`config.mk`:
```
export PLATFORM = sky130hd
export DESIGN_NAME = imm_encoder_flat
export DESIGN_NICKNAME = d
export VERILOG_FILES = /design/src/rtl/imm_encoder_pkg.sv /design/src/rtl/imm_encoder_if.sv /design/src/rtl/imm_encoder_scatter.sv /design/src/rtl/imm_encoder.sv /design/src/flat_wrapper.sv
export SDC_FILE = /design/constraint.sdc
export NUM_CORES = 1
export LEC_CHECK = 0
export ABC_AREA = 1
export BUFFER_PORTS_ARGS = -buffer_cell sky130_fd_sc_hd__buf_4
export CAP_MARGIN = 20
export CORE_MARGIN = 8
export CORE_UTILIZATION = 54
export CTS_CLUSTER_DIAMETER = 50
export DETAILED_ROUTE_END_ITERATION = 16
export PLACE_DENSITY_LB_ADDON = 0.1
export SETUP_SLACK_MARGIN = 0.3
export SYNTH_ARGS = -nofsm -noshare
export SYNTH_HDL_FRONTEND = slang
export SYNTH_SLANG_ARGS = --single-unit
export TNS_END_PERCENT = 5
```
`constraint.sdc`:
```
create_clock -name clk -period 2.6 [get_ports clk]
set_input_delay 0.39 -clock clk [delete_from_list [all_inputs] [get_ports clk]]
set_output_delay 0.39 -clock clk [all_outputs]
set_load 0.02 [all_outputs]
```
`src/rtl/imm_encoder_pkg.sv`:
```
// Shared encodings for the immediate encoder: format selectors, error codes
// and the stage-1 request record.
package imm_encoder_pkg;

  localparam logic [2:0] IMM_I = 3'd0;
  localparam logic [2:0] IMM_S = 3'd1;
  localparam logic [2:0] IMM_B = 3'd2;
  localparam logic [2:0] IMM_U = 3'd3;
  localparam logic [2:0] IMM_J = 3'd4;

  localparam logic [1:0] ERR_OK    = 2'd0;
  localparam logic [1:0] ERR_RANGE = 2'd1;
  localparam logic [1:0] ERR_ALIGN = 2'd2;
  localparam logic [1:0] ERR_SEL   = 2'd3;

  typedef struct packed {
    logic [2:0]  sel;
    logic [31:0] imm;
    logic [31:0] base;
    logic [1:0]  err;
  } req_t;

  function automatic logic sel_known(input logic [2:0] sel);
    return (sel == IMM_I) || (sel == IMM_S) || (sel == IMM_B) ||
           (sel == IMM_U) || (sel == IMM_J);
  endfunction

endpackage

```
`src/rtl/imm_encoder_if.sv`:
```
// Request/response bundle between an encoder client (master) and the encoder (slave).
interface imm_encoder_if;
  logic        in_valid;
  logic        in_ready;
  logic [2:0]  in_sel;
  logic [31:0] in_imm;
  logic [31:0] in_base;
  logic        out_valid;
  logic        out_ready;
  logic [31:0] out_inst;
  logic [1:0]  out_err;

  modport master (
    output in_valid, in_sel, in_imm, in_base, out_ready,
    input  in_ready, out_valid, out_inst, out_err
  );

  modport slave (
    input  in_valid, in_sel, in_imm, in_base, out_ready,
    output in_ready, out_valid, out_inst, out_err
  );
endinterface

```
`src/rtl/imm_encoder_scatter.sv`:
```
// Combinational scatter of an immediate into its instruction-word bit positions;
// bits outside the selected format's immediate field pass through from base.
module imm_encoder_scatter
  import imm_encoder_pkg::*;
(
  input  logic [2:0]  sel,
  input  logic [31:0] imm,
  input  logic [31:0] base,
  output logic [31:0] inst
);

  always_comb begin
    inst = base;
    case (sel)
      IMM_I: inst[31:20] = imm[11:0];
      IMM_S: begin
        inst[31:25] = imm[11:5];
        inst[11:7]  = imm[4:0];
      end
      IMM_B: begin
        inst[31]    = imm[12];
        inst[30:25] = imm[10:5];
        inst[11:8]  = imm[4:1];
        inst[7]     = imm[11];
      end
      IMM_U: inst[31:12] = imm[31:12];
      IMM_J: begin
        inst[31]    = imm[20];
        inst[30:21] = imm[10:1];
        inst[20]    = imm[11];
        inst[19:12] = imm[19:12];
      end
      default: ;
    endcase
  end

endmodule

```
`src/rtl/imm_encoder.sv`:
```
// Two-stage valid/ready immediate encoder: stage 1 checks range/alignment,
// stage 2 merges the scattered immediate into the template. Keeps ok/error counts.
module imm_encoder
  import imm_encoder_pkg::*;
#(
  parameter int CNT_W = 16
) (
  input  logic             clk,
  input  logic             rst_n,
  imm_encoder_if.slave     bus,
  input  logic             cnt_clr,
  output logic [CNT_W-1:0] ok_cnt,
  output logic [CNT_W-1:0] err_cnt
);

  logic             vld_p1_q, vld_p1_d;
  logic             vld_p2_q, vld_p2_d;
  req_t             req_p1_q, req_p1_d;
  logic [31:0]      inst_p2_q, inst_p2_d;
  logic [1:0]       err_p2_q, err_p2_d;
  logic [CNT_W-1:0] ok_cnt_q, ok_cnt_d;
  logic [CNT_W-1:0] err_cnt_q, err_cnt_d;
  logic             s2_ready, accept, advance, out_hs;
  logic [31:0]      scat_inst;

  // Priority: bad format, then misalignment, then range.
  function automatic logic [1:0] check_imm(input logic [2:0] sel, input logic signed [31:0] imm);
    logic rng_bad;
    rng_bad = 1'b0;
    case (sel)
      IMM_I, IMM_S: rng_bad = (imm[31:11] != '0) && (imm[31:11] != '1);
      IMM_B:        rng_bad = (imm[31:12] != '0) && (imm[31:12] != '1);
      IMM_J:        rng_bad = (imm[31:20] != '0) && (imm[31:20] != '1);
      IMM_U:        rng_bad = (imm[11:0] != '0);
      default:      rng_bad = 1'b0;
    endcase
    if (!sel_known(sel))                                 return ERR_SEL;
    else if (((sel == IMM_B) || (sel == IMM_J)) && imm[0]) return ERR_ALIGN;
    else if (rng_bad)                                    return ERR_RANGE;
    else                                                 return ERR_OK;
  endfunction

  function automatic logic [CNT_W-1:0] sat_inc(input logic [CNT_W-1:0] v);
    return (&v) ? v : v + 1'b1;
  endfunction

  assign s2_ready     = !vld_p2_q || bus.out_ready;
  assign bus.in_ready = !vld_p1_q || s2_ready;
  assign accept       = bus.in_valid && bus.in_ready;
  assign advance      = vld_p1_q && s2_ready;
  assign out_hs       = vld_p2_q && bus.out_ready;

  imm_encoder_scatter u_scatter (
    .sel  (req_p1_q.sel),
    .imm  (req_p1_q.imm),
    .base (req_p1_q.base),
    .inst (scat_inst)
  );

  always_comb begin
    // stage 1: capture request and classify it
    vld_p1_d = vld_p1_q;
    req_p1_d = req_p1_q;
    if (accept) begin
      vld_p1_d = 1'b1;
      req_p1_d = '{sel:  bus.in_sel,
                   imm:  bus.in_imm,
                   base: bus.in_base,
                   err:  check_imm(bus.in_sel, $signed(bus.in_imm))};
    end else if (advance) begin
      vld_p1_d = 1'b0;
    end

    // stage 2: merged instruction, or the untouched template on error
    vld_p2_d  = vld_p2_q;
    inst_p2_d = inst_p2_q;
    err_p2_d  = err_p2_q;
    if (s2_ready) begin
      vld_p2_d = vld_p1_q;
      if (advance) begin
        inst_p2_d = (req_p1_q.err == ERR_OK) ? scat_inst : req_p1_q.base;
        err_p2_d  = req_p1_q.err;
      end
    end

    ok_cnt_d  = ok_cnt_q;
    err_cnt_d = err_cnt_q;
    if (cnt_clr) begin
      ok_cnt_d  = '0;
      err_cnt_d = '0;
    end else if (out_hs) begin
      if (err_p2_q == ERR_OK) ok_cnt_d  = sat_inc(ok_cnt_q);
      else                    err_cnt_d = sat_inc(err_cnt_q);
    end
  end

  always_ff @(posedge clk or negedge rst_n) begin
    if (!rst_n) begin
      vld_p1_q  <= 1'b0;
      vld_p2_q  <= 1'b0;
      inst_p2_q <= '0;
      err_p2_q  <= ERR_OK;
      ok_cnt_q  <= '0;
      err_cnt_q <= '0;
    end else begin
      vld_p1_q  <= vld_p1_d;
      vld_p2_q  <= vld_p2_d;
      inst_p2_q <= inst_p2_d;
      err_p2_q  <= err_p2_d;
      ok_cnt_q  <= ok_cnt_d;
      err_cnt_q <= err_cnt_d;
    end
  end

  always_ff @(posedge clk) begin
    req_p1_q <= req_p1_d;
  end

  assign bus.out_valid = vld_p2_q;
  assign bus.out_inst  = inst_p2_q;
  assign bus.out_err   = err_p2_q;
  assign ok_cnt        = ok_cnt_q;
  assign err_cnt       = err_cnt_q;

endmodule

```
`src/flat_wrapper.sv`:
```
// flat-port wrapper written by rule: the top's interface ports become plain ports
module imm_encoder_flat import imm_encoder_pkg::*;
#(
  parameter int CNT_W = 16
)
  (clk, rst_n, cnt_clr, ok_cnt, err_cnt, bus_in_valid, bus_in_sel, bus_in_imm, bus_in_base, bus_out_ready, bus_in_ready, bus_out_valid, bus_out_inst, bus_out_err);
  imm_encoder_if bus_i ();
  input  logic clk;
  input  logic rst_n;
  input  logic cnt_clr;
  output logic [CNT_W-1:0] ok_cnt;
  output logic [CNT_W-1:0] err_cnt;
  input wire logic [$bits(bus_i.in_valid)-1:0] bus_in_valid;
  input wire logic [$bits(bus_i.in_sel)-1:0] bus_in_sel;
  input wire logic [$bits(bus_i.in_imm)-1:0] bus_in_imm;
  input wire logic [$bits(bus_i.in_base)-1:0] bus_in_base;
  input wire logic [$bits(bus_i.out_ready)-1:0] bus_out_ready;
  output wire logic [$bits(bus_i.in_ready)-1:0] bus_in_ready;
  output wire logic [$bits(bus_i.out_valid)-1:0] bus_out_valid;
  output wire logic [$bits(bus_i.out_inst)-1:0] bus_out_inst;
  output wire logic [$bits(bus_i.out_err)-1:0] bus_out_err;
  assign bus_i.in_valid = bus_in_valid;
  assign bus_i.in_sel = bus_in_sel;
  assign bus_i.in_imm = bus_in_imm;
  assign bus_i.in_base = bus_in_base;
  assign bus_i.out_ready = bus_out_ready;
  assign bus_in_ready = bus_i.in_ready;
  assign bus_out_valid = bus_i.out_valid;
  assign bus_out_inst = bus_i.out_inst;
  assign bus_out_err = bus_i.out_err;
  imm_encoder #(.CNT_W(CNT_W)) u_core (.clk(clk), .rst_n(rst_n), .bus(bus_i), .cnt_clr(cnt_clr), .ok_cnt(ok_cnt), .err_cnt(err_cnt));
endmodule
```
==> metrics.txt <==
net switching power 1730 uW; hold slack final 80.6 ps; share of the synthesized netlist area taken by xor and xnor gates under 10%; unrepaired setup endpoints after global routing false; latest clock arrival within the worst-skew pair 410 ps; type of the most critical hold path in -> async; skew final 12.4 ps; WP data arrival 2350 ps; post-synthesis to final-layout area growth 28.8%; DP Area 7410 um^2; cts repair resizes 0; number of standard-cell rows in the floorplan 39; Required @ worst endpoint between 2000 and 3000 ps; share of power burned in the clock network 38.9%; first-pass GRT wire length approximately 24000 um; final worst-path cycle share approximately four fifths; highest clock rate 486 MHz; height of the chip 123 um; number of buffers inserted by hold repair at cts 0; global-route congestion overflow total 0; worst voltage drop across the vdd grid 0.000494 V; part of the total power dissipated in combinational logic 17.4%; combinational family with the most area after synthesis simple AND/OR/NAND/NOR gates; total iterations of the first detailed-routing run 5; number of fill cells in the layout 868; result of the run finished clean; most common library cell in the layout ignoring fill and taps nand2_1; adder-cell share of the synthesized area 0.402%; critical setup path kind reg -> reg; area enclosed by the die boundary ~15000 um^2; worst slew pin tran 886 ps; global placement routability congestion around 0.9; number of standard cells after synthesis about 670; cell family with the largest share of critical-path delay simple AND/OR/NAND/NOR gates; Inserted Diodes 0; critical path fanouts, max 24; multiplexer share of the synthesized area 0%; #FFs+latches synth 137; Final HPWL DP 10900 um; delay of the slowest critical-path stage 430 ps; post-route cell area 8010 um^2; routed wirelength normalized by instance count roughly 16 um; Floorplan Core Area 11300 um^2; clock transition at the registers of the reported paths 60 ps; total setup buffers inserted after CTS 0; CTS buffer count 17; Unique masters post-synth 35; TritonCTS clock tree done; die boundary width about 120 um; last element of the critical path u_core.err_cnt[5]; CTS H-tree lvls 4; final hold violations 0; number of sinks driven by the clock tree 137; number of input and output port buffers inserted ~140; Tot GR Track Use 20.1%; cell with the most instances on the worst path nand2_1; worst relative slew slack 40.9%; worst-path cell with the longest stage delay dfrtp_1; share of layout cells above drive strength 1 between 20 and 25%; share of total power consumed by net switching between 20% and 30%; placement-stage worst setup slack 612 ps; list of cells traversed by the critical path ha_1 -> nand2_1 -> nor2_2 -> nand2_1 -> nor2_1 -> nand2_1 -> nand2_2 -> inv_2 -> nand2_1 -> o21ai_1; vias after detailed routing 5246; total leakage power 0.00353 uW; Reg2Reg Capture Point u_core.err_cnt[5]; complex-gate fraction of the synthesized area 9.01%; internal portion of total power roughly 4500 uW; effective utilization at floorplan between 50 and 60%; source of the worst register-to-register timing path u_core.err_cnt[0]; final count of pins violating max slew 0; Setup crit end kind flip-flop; pin count of the biggest net entering global routing between 60 and 70; root cell of the clock tree clkbuf_16; final setup vio count 0; maximum buffer depth of the clock tree 2; minimum period implied by the final worst setup slack 2060 ps; antenna viol nets, final 0; final wirelength 15200 um; Syn Std Cell Area 6220 um^2; average via count per standard cell 5.42; PnR worst setup slack 541 ps; total stage count of the critical path 10; vias in the first global route 5105; Mapped Avg Cell Area between 9 and 10 um^2; number of max-cap violations 0; source of the critical timing path u_core.err_cnt[0]; Yosys warnings 0; count of buffer and inverter cells on the critical path 1; portion of the post-synthesis area used by sequential elements 60.7%; power density relative to cell area 776 nW/um^2; Flop pwr share between 40% and 50%; depth of the worst register-to-register path 10; antenna violations before repair 0; post-synthesis simple-gate area fraction between 20% and 30%; remaining design rule violation count 0; Synth Net Count between 700 and 800; R2R Setup Slk 540 ps; top library cells by usage in the layout, fill and taps aside nand2_1, buf_4, nor2_1, edfxtp_1, dfrtp_1; Total Neg Setup Slack 0 ps; startpoint class of the critical path flip-flop; Nets 886; number of ports placed on the die boundary 140; initial drt markers 494
cells in the mapped netlist:
cell type | number | area share, %
ha_1 | 2 | 0.40
nand2_4 | 1 | 0.18
a21oi_2 | 4 | 0.56
o21ai_1 | 27 | 2.2
buf_2 | 2 | 0.16
inv_2 | 4 | 0.24
nor3_1 | 11 | 0.89
nor2_1 | 71 | 4.3
nand2_2 | 5 | 0.50
nor2_4 | 2 | 0.36
nand2_1 | 187 | 11
clkbuf_1 | 5 | 0.30
o211ai_1 | 6 | 0.72
o21ai_4 | 1 | 0.26
inv_1 | 52 | 3.1
nand3b_1 | 1 | 0.12
a22o_1 | 1 | 0.14
or2_2 | 1 | 0.10
xnor2_1 | 1 | 0.14
o31ai_1 | 3 | 0.36
edfxtp_1 | 69 | 33
nor3b_1 | 2 | 0.24
buf_4 | 3 | 0.36
nand4_1 | 25 | 2.5
a21oi_1 | 36 | 2.9
dfrtp_1 | 68 | 27
nor3_2 | 1 | 0.16
and2_0 | 1 | 0.10
nand3_1 | 34 | 2.7
o21ai_0 | 20 | 1.6
xor2_1 | 9 | 1.3
buf_1 | 4 | 0.24
nor2_2 | 4 | 0.40
buf_6 | 1 | 0.18
o21ai_2 | 2 | 0.28
cell families after synthesis:
family,Yosys count
XOR/XNOR,10
AND/OR/NAND/NOR,346
AO/OA/AOI/OAI,100
adder cells (fa/ha/maj),2
buffers and inverters,71
flip-flops,137
power by group through the flow:
stage	logic, uW	clock network (uW)	registers, uW
finish	1080	2420	2720
floorplan	375	0	2920
global placement	1070	0	2750
global route	1180	2550	2740
detailed placement	1090	0	2760
CTS	1100	2460	2720
metrics by stage:
stage / power [uW] / std cells / utilization, %
2_1_floorplan: 3300 / 666 / -
3_3_place_gp: 3820 / 936 / 65.4
3_5_place_dp: 3850 / 936 / 65.4
4_1_cts: 6280 / 968 / 70.8
5_1_grt: 6470 / 968 / 70.8
6_report: 6220 / 968 / 70.8
sequential cells by signal, indices dropped and copies added (netlist names):
name / cells
u_core.bus.out_err: 2
u_core.bus.out_inst: 32
u_core.bus.out_valid: 1
u_core.err_cnt: 16
u_core.ok_cnt: 16
u_core.req_p1_q: 69
u_core.vld_p1_q: 1
layout make-up:
type	count	area, um^2	area share (%)
clock buffer	18	429	5.36
sequential	137	3770	47.1
tap	143	179	2.23
multi-input combinational	458	2160	27.0
inverter	56	214	2.67
clock inverter	14	174	2.17
timing repair buffer	142	1080	13.5
metal layers:
layer	track usage, %	part of all wire [%]	vias to the layer above
li1	-	-	2535
met1	23.6	41	2508
met2	35.3	52	180
met3	4.93	5.4	23
met4	6.85	1.7	0
met5	0	0	-
worst min-delay path by stage:
| stage | endpoint | slack [ps] | depth (start not counted) |
|---|---|---|---|
| 6_report | u_core.err_cnt[13] | 80 | 1 |
| 5_1_grt | u_core.req_p1_q[31] | 130 | 1 |
| 4_1_cts | u_core.err_cnt[9] | 130 | 1 |
| 3_5_place_dp | u_core.bus.out_inst[1] | 430 | 2 |
| 3_3_place_gp | u_core.bus.out_inst[2] | 430 | 2 |
| 2_1_floorplan | u_core.bus.out_err[0] | 90 | 0 |
worst register-to-register path: stages, from the launching register on:
cell,delay (ps)
dfrtp_1,430
ha_1,250
nand2_1,130
nor2_2,190
nand2_1,110
nor2_1,110
nand2_1,80
nand2_2,340
inv_2,150
nand2_1,90
o21ai_1,60
Note: power is estimated with default switching activity, not from simulation.
